## src/rtl/pixel_pkg.sv

```systemverilog
// Pixel and 3x3 window types shared by the image pipeline stages.
package pixel_pkg;

    localparam int unsigned CH_W   = 8;
    localparam int unsigned NUM_CH = 3;
    localparam int unsigned WIN    = 3;

    typedef struct packed {
        logic [CH_W-1:0] red;
        logic [CH_W-1:0] grn;
        logic [CH_W-1:0] blu;
    } pixel_t;

    typedef pixel_t [WIN-1:0][WIN-1:0] chunk_t;

    // Channel select by index: 0 = red, 1 = grn, 2 = blu.
    function automatic logic [CH_W-1:0] get_ch(pixel_t p, int unsigned c);
        case (c)
            0:       return p.red;
            1:       return p.grn;
            default: return p.blu;
        endcase
    endfunction

endpackage

```

## src/rtl/axis_if.sv

```systemverilog
// Valid/ready stream interface carrying one DATA_TYPE payload per beat.
interface axis_if #(
    parameter type DATA_TYPE = logic
) ();

    logic     vld;
    logic     rdy;
    DATA_TYPE data;

    modport sink   (input vld, input data, output rdy);
    modport source (output vld, output data, input rdy);

endinterface

```

## src/rtl/median_filter_sort3.sv

```systemverilog
// Combinational three-input sorter for one 8-bit channel.
module median_filter_sort3
    import pixel_pkg::*;
(
    input  logic [CH_W-1:0] a_i,
    input  logic [CH_W-1:0] b_i,
    input  logic [CH_W-1:0] c_i,
    output logic [CH_W-1:0] min_o,
    output logic [CH_W-1:0] med_o,
    output logic [CH_W-1:0] max_o
);

    logic [CH_W-1:0] lo_ab;
    logic [CH_W-1:0] hi_ab;
    logic [CH_W-1:0] lo_hc;

    // Order a/b, split the larger against c, then place the smaller of a/b.
    always_comb begin
        lo_ab = (a_i < b_i) ? a_i : b_i;
        hi_ab = (a_i < b_i) ? b_i : a_i;
        max_o = (hi_ab > c_i) ? hi_ab : c_i;
        lo_hc = (hi_ab > c_i) ? c_i : hi_ab;
        med_o = (lo_ab > lo_hc) ? lo_ab : lo_hc;
        min_o = (lo_ab > lo_hc) ? lo_hc : lo_ab;
    end

endmodule

```

## src/rtl/median_filter.sv

```systemverilog
// Three-stage streaming 3x3 per-channel median filter with a global stall enable.
module median_filter
    import pixel_pkg::*;
(
    input  logic   clk,
    input  logic   rst,
    axis_if.sink   axis_i,
    axis_if.source axis_o
);

    logic   en_c;
    chunk_t in_c;
    logic   vld1_q;
    logic   vld2_q;
    logic   vld3_q;
    chunk_t win1_q;
    chunk_t win2_q;
    chunk_t out_q;
    chunk_t out_d;

    // Indexed [channel][row][0=min,1=med,2=max].
    logic [NUM_CH-1:0][WIN-1:0][2:0][CH_W-1:0] srt_d;
    logic [NUM_CH-1:0][WIN-1:0][2:0][CH_W-1:0] srt_q;
    // Indexed [channel][0=A,1=B,2=C].
    logic [NUM_CH-1:0][2:0][CH_W-1:0]          abc_d;
    logic [NUM_CH-1:0][2:0][CH_W-1:0]          abc_q;
    logic [NUM_CH-1:0][CH_W-1:0]               med_c;

    assign en_c        = !vld3_q || axis_o.rdy;
    assign in_c        = axis_i.data;
    assign axis_i.rdy  = en_c;
    assign axis_o.vld  = vld3_q;
    assign axis_o.data = out_q;

    for (genvar ch = 0; ch < NUM_CH; ch++) begin : g_ch
        logic [CH_W-1:0] unused_a_lo;
        logic [CH_W-1:0] unused_a_md;
        logic [CH_W-1:0] unused_b_lo;
        logic [CH_W-1:0] unused_b_hi;
        logic [CH_W-1:0] unused_c_md;
        logic [CH_W-1:0] unused_c_hi;
        logic [CH_W-1:0] unused_m_lo;
        logic [CH_W-1:0] unused_m_hi;

        for (genvar row = 0; row < WIN; row++) begin : g_row
            median_filter_sort3 u_row (
                .a_i   (get_ch(in_c[row][0], ch)),
                .b_i   (get_ch(in_c[row][1], ch)),
                .c_i   (get_ch(in_c[row][2], ch)),
                .min_o (srt_d[ch][row][0]),
                .med_o (srt_d[ch][row][1]),
                .max_o (srt_d[ch][row][2])
            );
        end

        // A = largest row minimum, B = median of row medians, C = smallest row maximum.
        median_filter_sort3 u_a (
            .a_i   (srt_q[ch][0][0]),
            .b_i   (srt_q[ch][1][0]),
            .c_i   (srt_q[ch][2][0]),
            .min_o (unused_a_lo),
            .med_o (unused_a_md),
            .max_o (abc_d[ch][0])
        );

        median_filter_sort3 u_b (
            .a_i   (srt_q[ch][0][1]),
            .b_i   (srt_q[ch][1][1]),
            .c_i   (srt_q[ch][2][1]),
            .min_o (unused_b_lo),
            .med_o (abc_d[ch][1]),
            .max_o (unused_b_hi)
        );

        median_filter_sort3 u_c (
            .a_i   (srt_q[ch][0][2]),
            .b_i   (srt_q[ch][1][2]),
            .c_i   (srt_q[ch][2][2]),
            .min_o (abc_d[ch][2]),
            .med_o (unused_c_md),
            .max_o (unused_c_hi)
        );

        median_filter_sort3 u_m (
            .a_i   (abc_q[ch][0]),
            .b_i   (abc_q[ch][1]),
            .c_i   (abc_q[ch][2]),
            .min_o (unused_m_lo),
            .med_o (med_c[ch]),
            .max_o (unused_m_hi)
        );
    end

    // Centre pixel replaced by the median; the other eight ride along unchanged.
    always_comb begin
        out_d       = win2_q;
        out_d[1][1] = pixel_t'({med_c[0], med_c[1], med_c[2]});
    end

    always_ff @(posedge clk or posedge rst) begin
        if (rst) begin
            vld1_q <= 1'b0;
            vld2_q <= 1'b0;
            vld3_q <= 1'b0;
            win1_q <= '0;
            win2_q <= '0;
            out_q  <= '0;
            srt_q  <= '0;
            abc_q  <= '0;
        end else if (en_c) begin
            vld1_q <= axis_i.vld;
            win1_q <= in_c;
            srt_q  <= srt_d;
            vld2_q <= vld1_q;
            win2_q <= win1_q;
            abc_q  <= abc_d;
            vld3_q <= vld2_q;
            out_q  <= out_d;
        end
    end

endmodule

```

## src/flat_wrapper.sv

```systemverilog
// flat-port wrapper written by rule: the top's interface ports become plain ports
module median_filter_flat import pixel_pkg::*;
  (clk, rst, axis_i_vld, axis_i_data, axis_i_rdy, axis_o_vld, axis_o_data, axis_o_rdy);
  axis_if #(.DATA_TYPE(chunk_t)) axis_i_i ();
  axis_if #(.DATA_TYPE(chunk_t)) axis_o_i ();
  input  logic clk;
  input  logic rst;
  input wire logic [$bits(axis_i_i.vld)-1:0] axis_i_vld;
  input wire logic [$bits(axis_i_i.data)-1:0] axis_i_data;
  output wire logic [$bits(axis_i_i.rdy)-1:0] axis_i_rdy;
  output wire logic [$bits(axis_o_i.vld)-1:0] axis_o_vld;
  output wire logic [$bits(axis_o_i.data)-1:0] axis_o_data;
  input wire logic [$bits(axis_o_i.rdy)-1:0] axis_o_rdy;
  assign axis_i_i.vld = axis_i_vld;
  assign axis_i_i.data = axis_i_data;
  assign axis_i_rdy = axis_i_i.rdy;
  assign axis_o_vld = axis_o_i.vld;
  assign axis_o_data = axis_o_i.data;
  assign axis_o_i.rdy = axis_o_rdy;
  median_filter u_core (.clk(clk), .rst(rst), .axis_i(axis_i_i), .axis_o(axis_o_i));
endmodule
```

## config.mk

```make
export PLATFORM = sky130hd
export DESIGN_NAME = median_filter_flat
export DESIGN_NICKNAME = d
export VERILOG_FILES = /design/src/rtl/pixel_pkg.sv /design/src/rtl/axis_if.sv /design/src/rtl/median_filter_sort3.sv /design/src/rtl/median_filter.sv /design/src/flat_wrapper.sv
export SDC_FILE = /design/constraint.sdc
export NUM_CORES = 2
export LEC_CHECK = 0
export CAP_MARGIN = 40
export CORE_MARGIN = 2
export CORE_UTILIZATION = 61
export DETAILED_ROUTE_END_ITERATION = 6
export PLACE_DENSITY_LB_ADDON = 0.05
export SLEW_MARGIN = 20
export SYNTH_ARGS = -nofsm -noshare
export SYNTH_HDL_FRONTEND = slang
export SYNTH_HIERARCHICAL = 1
export SYNTH_SLANG_ARGS = --single-unit
```

## constraint.sdc

```tcl
create_clock -name clk -period 35.5 [get_ports clk]
set_input_delay 3.55 -clock clk [delete_from_list [all_inputs] [get_ports clk]]
set_output_delay 3.55 -clock clk [all_outputs]
set_load 0.005 [all_outputs]
```

==> impl_metrics.csv <==
group,metric,value,unit
die,dieArea,97200,um2
grt,grt_pass1_wl,229000,um
pwr,power_frac_seq,0.243,
drt,drtPass1Iterations,6,
pwr,p_leak,28.8,nW
sta,setup_viol,0,
die,die_x,312,um
critical_path,r2r_end,"u_core/axis_o.data[97]",
sta,final.period_utilization,0.267,
drt,totalWireLength,146000,um
critical_path,crit_chain,"clkdlybuf4s50_1, inv_1, ha_1, a21o_1, a221oi_2, o21a_1, mux2_2, ha_1, nor2b_1, o211ai_2, a21oi_1, o31ai_4, buf_4, mux2i_1, ha_1, nand4_1, nor2_1, nor2b_1, nor2_1, or3_1, o221a_1, mux2_1",
die,design.core.area,93600,um2
pwr,p_switching,3.03,mW
die,dieHeight,312,um
cts,cts_resized,0,
critical_path,required,36.06,ns
die,start_util,0.618,
sta,clock_skew,0.0335,ns
pwr,clockPowerShare,0.141,
finish,layout.nets,5881,
critical_path,cpPeakStageDelay,0.66,ns
drt,wire_per_inst,22.3,um
cts,hold_buffers,0,
synth,syn-instance-count,4827,
place,gp_congestion,0.902,
critical_path,critPathMaxFanout,37,
critical_path,start_kind,"primary input",
cts,clk_latency,0.69,ns
drt,detail-route-antenna-nets,0,
sta,slew_headroom,0.333,
critical_path,cp-end-kind,"flip-flop",
critical_path,critPathKind,"in -> reg",
hold_path,hold_start,"u_core/vld2_q",
sta,worst_pin_slew,1.00,ns
run_status,outcome,"completed",
finish,area_growth,13.4,%
die,num_rows,112,
sta,setup_tns,0,ns
cts,cts_buffers,96,
cts,cts-root-buf,"clkbuf_16",
cts,tritoncts,"built",
hold_path,holdPathEnd,"u_core/axis_o.vld",
critical_path,cpMostUsedCell,"ha_1",
finish,final_util,0.700,
critical_path,r2r_cells,18,
finish,drive_above_1_share,0.299,
synth,syn_area,57800,um2
critical_path,reg2reg_from,"u_core/abc_q[57]",
critical_path,worstPathArrival,10.05,ns
grt,grt_start_max_net_pins,177,
critical_path,crit_family,"compound AO/OA/AOI/OAI gates",
cts,clockBufferDepth,3,
hold_path,hp-class,"reg -> reg",
critical_path,worstPathBufferInverterCount,3,
drt,route.vias.total,39700,
synth,syn-num-nets,5506,
pwr,power_density,110,nW/um2
place,place_hpwl,110000,um
cts,post_cts_buffers,0,
synth,synth_area_per_cell,12.0,um2
drt,via_per_inst,6.08,
sta,max_freq,0.105,GHz
critical_path,slowest_stage,"clkdlybuf4s50_1",
pwr,ir_worst_vdd,109,uV
drt,route.detailed.drc,0,
cts,cts_num_sinks,891,
grt,grt.overflow.total,0,
cts,htreeDepth,3,
place,pre_cts_ws,25.34,ns
sta,finalWorstSetupSlack,26.01,ns
grt,track_usage,0.297,
synth,yosysWarnings,6,
critical_path,crit_cells,22,
flow_run,maxCapViolCount,0,
sta,slew_violations,0,
die,ios,438,
sta,min_period,9.49,ns
cts,clkSlewWorstSetupHoldPaths,0.06,ns
pwr,internal_power,4.15,mW
pwr,swShare,0.422,
place,io_buffers,437,
grt,grt_pass1_vias,39300,
pwr,combPwrFrac,0.616,
drt,drtIter0Drc,3256,
critical_path,rrSetupSlack,29.26,ns
hold_path,min_path_cells,1,
sta,finalHoldViolCount,0,
sta,rsz0062_at_grt,"false",
grt,antenna_found_initial,7,
==> cell type report <==
type	count	area (um2)
Clock inverter	37	400
Fill cell	6952	28100
Sequential cell	891	22300
Multi-Input combinational cell	3394	32100
Inverter	327	1230
Clock buffer	138	2800
Antenna cell	2	5.00
Timing Repair Buffer	492	5110
Tap cell	1254	1570
==> state kept, by name, summed over array words and instances (netlist names) <==
signal	count
u_core/axis_o.data	216
u_core/srt_q	216
u_core/out_d	192
u_core/win1_q	192
u_core/abc_q	72
u_core/axis_o.vld	1
u_core/vld1_q	1
u_core/vld2_q	1
==> layer usage <==
layer  up-vias  share of wire  global-route usage
li1      18700              -                   -
met1     19700           0.47               0.438
met2      1111           0.45               0.456
met3       197          0.058              0.0483
met4         6          0.021              0.0724
met5         -        0.00026                   0
==> worst max-delay path by stage <==
stage / start / endpoint / slack (ns)
4_1_cts: axis_i_data[103] / u_core/srt_q[173] / 26.04
6_report: axis_i_data[46] / u_core/srt_q[2] / 26.01
5_1_grt: axis_i_data[30] / u_core/srt_q[147] / 25.63
2_1_floorplan: rst / u_core/abc_q[0] / 6.90
3_3_place_gp: axis_i_data[103] / u_core/srt_q[174] / 25.45
3_5_place_dp: axis_i_data[103] / u_core/srt_q[170] / 25.34
==> power by group through the flow <==
| stage | clock [mW] | combinational [mW] | sequential [mW] |
|---|---|---|---|
| global route | 1.08 | 4.85 | 1.80 |
| finish | 1.01 | 4.43 | 1.75 |
| floorplan | 0 | 3.50 | 1.63 |
| CTS | 1.03 | 4.39 | 1.75 |
| detailed placement | 0 | 4.37 | 1.76 |
| global placement | 0 | 4.24 | 1.74 |
==> cells in the final DEF, fill, tap and decap left out, types with 176 or more instances in the layout <==
cell type          n
or3_1            186
nand2_1          185
inv_1            326
dfrtp_1          891
o221a_1          192
o21ai_0          176
mux2_2           938
mux2i_1          180
clkdlybuf4s50_1  437
ha_1             459
==> through the flow <==
step / cell area [um2] / cells / total power [mW] / hold WS [ns]
finish: 65600 / 6535 / 7.18 / 0.476
global placement: 61900 / 6336 / 5.98 / 0.459
detailed placement: 62300 / 6353 / 6.13 / 0.454
CTS: 65500 / 6528 / 7.17 / 0.481
floorplan: 57800 / 4827 / 5.13 / 0.430
global route: 65600 / 6535 / 7.72 / 0.507
Power figures use the tool's default switching activity.
